$ cat src/rtl/pc_npc_fetch_stage.sv
// pc_npc_fetch_stage: PC/nPC fetch stage with one branch delay slot.
// Keeps the PC/nPC pair, drives the instruction-memory address and owns the IF/ID register.
// Inputs: clk, reset (synchronous, active high), le (0 = stall),
//   branch_taken, branch_target_pc, imem_instr.
// Outputs: imem_addr, pc_out, npc_out, ifid_instr, ifid_pc,
//   ifid_valid, redirect_pending.
// Optional: `define NULLIFY_DELAY_SLOT_EN to squash the delay slot and
//   redirect the PC directly when a redirect is accepted.
module pc_npc_fetch_stage #(
    parameter int              WIDTH    = 32,
    parameter logic [WIDTH-1:0] RESET_PC = '0
) (
    input  logic             clk,
    input  logic             reset,
    input  logic             le,
    input  logic             branch_taken,
    input  logic [WIDTH-1:0] branch_target_pc,
    input  logic [WIDTH-1:0] imem_instr,
    output logic [WIDTH-1:0] imem_addr,
    output logic [WIDTH-1:0] pc_out,
    output logic [WIDTH-1:0] npc_out,
    output logic [WIDTH-1:0] ifid_instr,
    output logic [WIDTH-1:0] ifid_pc,
    output logic             ifid_valid,
    output logic             redirect_pending
);

    localparam logic [WIDTH-1:0] FOUR = WIDTH'(4);

    typedef enum logic [1:0] {
        BOOT = 2'd0,
        RUN  = 2'd1,
        HOLD = 2'd2
    } state_t;

    state_t           state;
    logic [WIDTH-1:0] pc_q;
    logic [WIDTH-1:0] npc_q;
    logic [WIDTH-1:0] pend_q;

    logic [WIDTH-1:0] live_tgt;
    logic [WIDTH-1:0] tgt;
    logic             redir;
    logic [WIDTH-1:0] pc_d;
    logic [WIDTH-1:0] npc_d;
    logic [WIDTH-1:0] ifid_instr_d;
    logic             ifid_valid_d;

    // Targets are always word aligned.
    assign live_tgt = {branch_target_pc[WIDTH-1:2], 2'b00};

    // Values loaded when the stage advances. Releasing a HOLD always
    // redirects; a live branch beats the pending one.
    always_comb begin
        redir        = (state == HOLD) || branch_taken;
        tgt          = (state == HOLD && !branch_taken) ? pend_q : live_tgt;
        pc_d         = npc_q;
        npc_d        = redir ? tgt : npc_q + FOUR;
        ifid_instr_d = imem_instr;
        ifid_valid_d = 1'b1;
`ifdef NULLIFY_DELAY_SLOT_EN
        if (redir) begin
            pc_d         = tgt;
            npc_d        = tgt + FOUR;
            ifid_instr_d = '0;
            ifid_valid_d = 1'b0;
        end
`endif
    end

    always_ff @(posedge clk) begin
        if (reset) begin
            state            <= BOOT;
            pc_q             <= RESET_PC;
            npc_q            <= RESET_PC + FOUR;
            pend_q           <= '0;
            ifid_instr       <= '0;
            ifid_pc          <= '0;
            ifid_valid       <= 1'b0;
            redirect_pending <= 1'b0;
        end else begin
            unique case (state)
                BOOT: begin
                    state <= RUN;
                end
                RUN: begin
                    if (le) begin
                        pc_q       <= pc_d;
                        npc_q      <= npc_d;
                        ifid_instr <= ifid_instr_d;
                        ifid_pc    <= pc_q;
                        ifid_valid <= ifid_valid_d;
                    end else if (branch_taken) begin
                        pend_q           <= live_tgt;
                        redirect_pending <= 1'b1;
                        state            <= HOLD;
                    end
                end
                HOLD: begin
                    if (le) begin
                        pc_q             <= pc_d;
                        npc_q            <= npc_d;
                        ifid_instr       <= ifid_instr_d;
                        ifid_pc          <= pc_q;
                        ifid_valid       <= ifid_valid_d;
                        pend_q           <= '0;
                        redirect_pending <= 1'b0;
                        state            <= RUN;
                    end else if (branch_taken) begin
                        pend_q <= live_tgt;
                    end
                end
                default: begin
                    state <= BOOT;
                end
            endcase
        end
    end

    assign imem_addr = pc_q;
    assign pc_out    = pc_q;
    assign npc_out   = npc_q;

endmodule

$ cat config.mk
export PLATFORM = sky130hd
export DESIGN_NAME = pc_npc_fetch_stage
export DESIGN_NICKNAME = d
export VERILOG_FILES = /design/src/rtl/pc_npc_fetch_stage.sv
export SDC_FILE = /design/constraint.sdc
export NUM_CORES = 1
export LEC_CHECK = 0
export CORE_MARGIN = 2
export CORE_UTILIZATION = 46
export DETAILED_ROUTE_END_ITERATION = 16
export HOLD_SLACK_MARGIN = 0.05
export PLACE_DENSITY = 0.8
export SLEW_MARGIN = 20
export SYNTH_ARGS = -nofsm -noshare
export SYNTH_HDL_FRONTEND = slang
export SYNTH_SLANG_ARGS = --single-unit
$ cat constraint.sdc
create_clock -name clk -period 2 [get_ports clk]
set_input_delay 0.3 -clock clk [delete_from_list [all_inputs] [get_ports clk]]
set_output_delay 0.3 -clock clk [all_outputs]
set_load 0.01 [all_outputs]
==> results of run 1 <==
flip-flops by register name, summed over array words and instances (netlist names):
register / cells
ifid_instr: 32
imem_addr: 32
redirect_pending: 1
ifid_pc: 32
state: 2
npc_out: 32
pend_q: 32
ifid_valid: 1
worst paths after layout:
| kind | end | slack [ns] |
|---|---|---|
| worst max-delay path | npc_out[19] | 0.09 |
| worst min-delay path | pend_q[19] | 0.26 |
| worst max register to register | npc_out[19] | 0.09 |
| worst min register to register | ifid_instr[0] | 0.45 |
placed cells by master (no fill, tap or decap), types with 3 or more instances in the layout:
cell type	instances
a22oi_1	5
o21ai_0	27
nand3_1	14
nand2_1	219
nor2_1	59
clkbuf_16	18
a21oi_1	127
and3_1	4
a32oi_1	33
buf_12	6
and4_1	3
a211o_1	3
inv_1	9
bufinv_16	5
nor3_1	6
xor2_1	3
clkdlybuf4s50_1	225
nand2b_1	6
ha_1	4
o221a_2	3
a221oi_2	3
a311oi_1	6
dfxtp_1	164
clkinvlp_4	6
a221o_1	6
buf_4	56
a211oi_1	5
a221oi_1	13
nor4_1	5
nand4_1	9
per-stage QoR:
stage | setup TNS, ns | cell area [µm²]
after detailed placement | -1.04 | 9570
after CTS | 0 | 10200
final | 0 | 10300
after global placement | -0.640 | 9570
after global routing | 0 | 10300
after floorplan | 0 | 7060
logic make-up after synthesis:
group,Yosys count,synth area share
compound gates,247,0.225
fa+ha+maj,4,0.00709
mux,1,0.00142
simple gates,343,0.213
buf+inv,117,0.0826
xor+xnor,5,0.00621
flops,164,0.465
routing by layer:
metal  up-vias  global-route usage  routed length (µm)
li1       3458                   -                   -
met1      3347               0.337                9170
met2       332               0.394               10000
met3        32              0.0639                1690
met4         0              0.0802                 376
met5         -                   0                   0
final cells by class:
class                      instances  share of cell area
clock buffer                      19              0.0431
clock inverter                    12              0.0198
inverter                           9             0.00329
multi-input combinational        600               0.314
sequential                       164               0.320
tap                              188              0.0229
timing repair buffer             290               0.277
critical path, stage by stage (launching register included):
cell,delay (ns)
dfxtp_1,0.33
inv_1,0.06
buf_4,0.13
ha_1,0.34
nand2_4,0.14
buf_4,0.20
a221o_1,0.30
o21ai_0,0.20
a211oi_1,0.10
what timing repair did:
action,4_1_cts,5_1_grt
pin swaps,0,1
gates resized for setup,1,5
endpoints found under the setup margin,15,7
buffers inserted,0,0
cloned,0,1
power by group:
part	internal, µW	leakage [µW]	switching [µW]
logic	758	0.00197	834
registers	3430	0.00133	125
clock network	2240	0.000294	1320
==> reports/results.ini, run 1 <==
[synth]
synthFlopType=dfxtp_1
synthTopCellsByArea=dfxtp_1 (47%), nand2_1 (12%), a21oi_1 (9.0%)
synth_area_um2=7060
avgSynthCellArea_um2=8.01
ys_async_sr_fraction=0
syn-num-nets=953
synth_edf_count=0
synth_area_leader_cell=dfxtp_1
syn_inst=881
yosysUniqueCellTypes=58
synth_top_cells_by_count=nand2_1 (220), dfxtp_1 (164), a21oi_1 (127)
synth.most_common_cell=nand2_1
synth_seq_area_share=0.465
ys_ff_latch=164
yosysTopAreaCellShare=0.465
yosys_warnings=0

[clock_tree]
clk_transition_reported_paths_ns=0.06
cts_hold_buf=0
clock-sinks=164
tritoncts=done
clk_root_buffer_cell=clkbuf_16
clock_path_buffers=2
cts_buffers=17
clock_latency_ns=0.43
htreeDepth=4

[routing]
wire_per_inst_um=16.6
first_pass_iters=5
routed_wl_um=21200
vias_per_cell=5.59
drt_iter0_drc=768
ant_nets=0
post-route-drc-count=0
route.vias.total=7169

[grt]
overflow=0
grt_usage=0.250
grt_pass1_wl_um=32700
grt_max_degree=72
grt_pass1_vias=6251
antenna_found_initial=0

[sta]
fin_worst_skew_ns=0.00660
slew_headroom=0.555
period_minus_slack_ns=1.91
worst_slack_ns=0.0855
slew_viol_final=0
grt_setup_unrepaired=no
clock.fmax_mhz=522
hold_viol=0
tightest_slew_ns=0.668
setup_violations=0
post-route-period-util=0.957
holdWs_ns=0.256

[critical_path]
start_kind=flip-flop
critPathCaptureType=flip-flop
path_max_fanout=13
reg2reg_from=state[0]
required_ns=2.30
crit_arrival_ns=2.22
path_class=reg2reg
rr_worst_depth=8
crit_start=state[0]

[final_layout]
fillers=1244
drive_above_1_share=0.107
diodes=0
finalNonFillerCells=1282
num-nets-final=1154
multiInputGateArea_um2=3230
seq_area_um2=3280
synthToLayoutAreaGrowth_pct=45.6
finalCoreUtilization=0.681

[floorplanning]
die-area_um2=16300
core_area_um2=15100
row_count=45
fp.dieH_um=128
start_util=0.468
die_x_um=128
ioPinCount=230

[min_path]
hold_class=in2reg
hold-path-cell-count=2
hp-start=reset

[run_status]
status=completed

[placement]
portBuffers=227
dp.final_hpwl_um=14400
dp.cells=1250
gp_congestion=0.910
post-place-ws_ns=-0.233

[power]
leakage_uw=0.00360
peakVddDrop_mv=0.691
p_total_uw=8710
power_density_nw_per_um2=848

[job]
drv_cap=0

No activity file was read; power rests on OpenSTA's default activity.
==> inputs of run 2 (changes only) <==
- CORE_UTILIZATION: 46 -> 48
- CTS_BUF_LIST: default -> sky130_fd_sc_hd__clkbuf_8
- PLACE_DENSITY: 0.8 -> 0.83
==> run 2 against run 1 <==
  * Flip-flop and latch count stayed put
  * Register-to-register slack worse by 0.02 ns
  * Clock power is 30% lower
  * Cell area is 2.8% lower
  * Critical path depth stayed put
  * Largest power group is now sequential cells
  * Highest routed layer unchanged
==> reports/results.ini, run 2 (same netlist as run 1, synthesis figures left out) <==
[placement]
dp.final_hpwl_um=14700  ; +1.8%
dpl-instance-area_um2=9570  ; unchanged
portBuffers=227  ; unchanged
post-place-ws_ns=-0.232  ; +0.000863 ns
gp_congestion=0.946  ; +4.0%

[critical_path]
path_class=reg2reg
r2r_setup_slack_ns=0.06  ; -0.02 ns
slowest_delay_ns=0.34  ; about the same
crit_arrival_ns=2.28  ; +0.06 ns
critPathCaptureType=flip-flop
cpMaxStageDelayCell=dfxtp_1
required_ns=2.34  ; +0.04 ns
start_kind=flip-flop
critical_path.cell_chain=inv_1 > buf_4 > ha_1 > nand2_4 > a221oi_1 > nor2_2 > a211o_1 > o221a_2
rr_worst_depth=8  ; unchanged
path_max_fanout=11  ; -2

[final_layout]
mostFrequentLayoutCells=clkdlybuf4s50_1 (225), nand2_1 (219), dfxtp_1 (164)
final_area_um2=9990  ; -2.8%
fillers=1161  ; -6.7%
num-nets-final=1152  ; -0.17%
drive_above_1_share=0.0993  ; -0.00768
final_common_cell=clkdlybuf4s50_1
diodes=0  ; unchanged
synthToLayoutAreaGrowth_pct=41.5

[min_path]
hold-path-cell-count=2  ; unchanged
hold_class=in2reg

[routing]
post-route-drc-count=0  ; unchanged
vias_per_cell=5.65  ; +0.98%
route.vias.total=7183  ; +0.20%
ant_nets=0  ; unchanged
first_pass_iters=7  ; +2
routed_wl_um=20600  ; -3.0%
wire_per_inst_um=16.2  ; -2.2%
drt_iter0_drc=720  ; -6.3%

[sta]
tightest_slew_ns=0.480  ; -0.188 ns
worst_slack_ns=0.0615  ; -0.0240 ns
grt_setup_unrepaired=yes
setup_violations=0  ; unchanged
post-route-period-util=0.969  ; +0.0120
clock.fmax_mhz=516  ; -1.2%
slew_viol_final=0  ; unchanged
holdWs_ns=0.192  ; -0.0642 ns
period_minus_slack_ns=1.94  ; +0.0240 ns
slew_headroom=0.678  ; +0.123
fin_worst_skew_ns=0.0164  ; +0.00978 ns
hold_viol=0  ; unchanged

[clock_tree]
clk_transition_reported_paths_ns=0.09  ; +0.03 ns
clk_root_buffer_cell=clkbuf_8
cts_buffers=17  ; unchanged
clock_path_buffers=2  ; unchanged
tritoncts=done
clock_latency_ns=0.46  ; +0.03 ns
clock-sinks=164  ; unchanged
htreeDepth=4  ; unchanged
cts_setup_buffers=0  ; unchanged

[floorplanning]
row_count=44  ; -2.2%
die_x_um=125  ; -2.0%
fp.dieH_um=125  ; -2.0%
ioPinCount=230  ; unchanged
die-area_um2=15700  ; -4.0%
start_util=0.489  ; +0.0216
core_area_um2=14400  ; -4.4%

[grt]
grt_usage=0.255  ; +0.00564
grt_pass1_vias=6355  ; +1.7%
antenna_found_initial=0  ; unchanged
overflow=0  ; unchanged
grt_max_degree=98  ; +36%
grt_pass1_wl_um=32800  ; +0.13%

[job]
drv_cap=0  ; unchanged

[power]
peakVddDrop_mv=0.418  ; -39%
p_total_uw=7620  ; -13%
leakage_uw=0.00349  ; -3.1%
power_density_nw_per_um2=763  ; -10%

[run_status]
status=completed

## run 2: final cells by class
type / instances / area [µm²] / share of cell area
flip-flops and latches: 164 / 3280 / 0.329
inverters: 9 / 33.8 / 0.00338
well taps: 184 / 230 / 0.0231
multi-input cells: 600 / 3210 / 0.321
repair buffers: 288 / 2830 / 0.283
clock inverters: 8 / 138 / 0.0138
clock buffers: 19 / 262 / 0.0262
## run 2: repair_timing
item / in CTS / in global routing
setup endpoints to repair: 11 / 26
hold buffers: 0 / 0
gates resized for setup: 2 / 3
pin swaps: 0 / 1
hold endpoints to repair: 0 / 0
## run 2: worst paths after layout
check / to / from
setup / recovery: npc_out[25] / state[0]
hold reg to reg: ifid_instr[22] / ifid_instr[22]
setup reg to reg: npc_out[25] / state[0]
hold / removal: pend_q[14] / reset
## run 2: worst max-delay path: cells and delay by family, from the launching register on
family	cells	cell delay (ns)
adders and majority gates	1	0.33
and+or+nand+nor	2	0.25
DFF	1	0.34
AOI/OAI and AO/OA	3	0.73
buffers and inverters	2	0.19
## run 2: per-stage QoR
stage	TNS [ns]	util	std cells
after floorplan	0	-	881
final	0	0.692	1272
after CTS	0	0.692	1272
after global placement	-0.0777	0.663	1245
after global routing	-0.0486	0.692	1272
after detailed placement	-0.989	0.663	1245
## run 2: metal layers
metal	track usage	wire [µm]	vias up	share of wire
met2	0.404	9730	343	0.47
met3	0.0509	1500	43	0.073
li1	-	-	3457	-
met1	0.345	8840	3340	0.43
met5	0	0	-	0
met4	0.101	546	0	0.026
## run 2: power by group
part / internal, µW / switching, µW / total [µW]
combinational: 751 / 821 / 1570
sequential: 3430 / 123 / 3550
clock: 1380 / 1120 / 2500
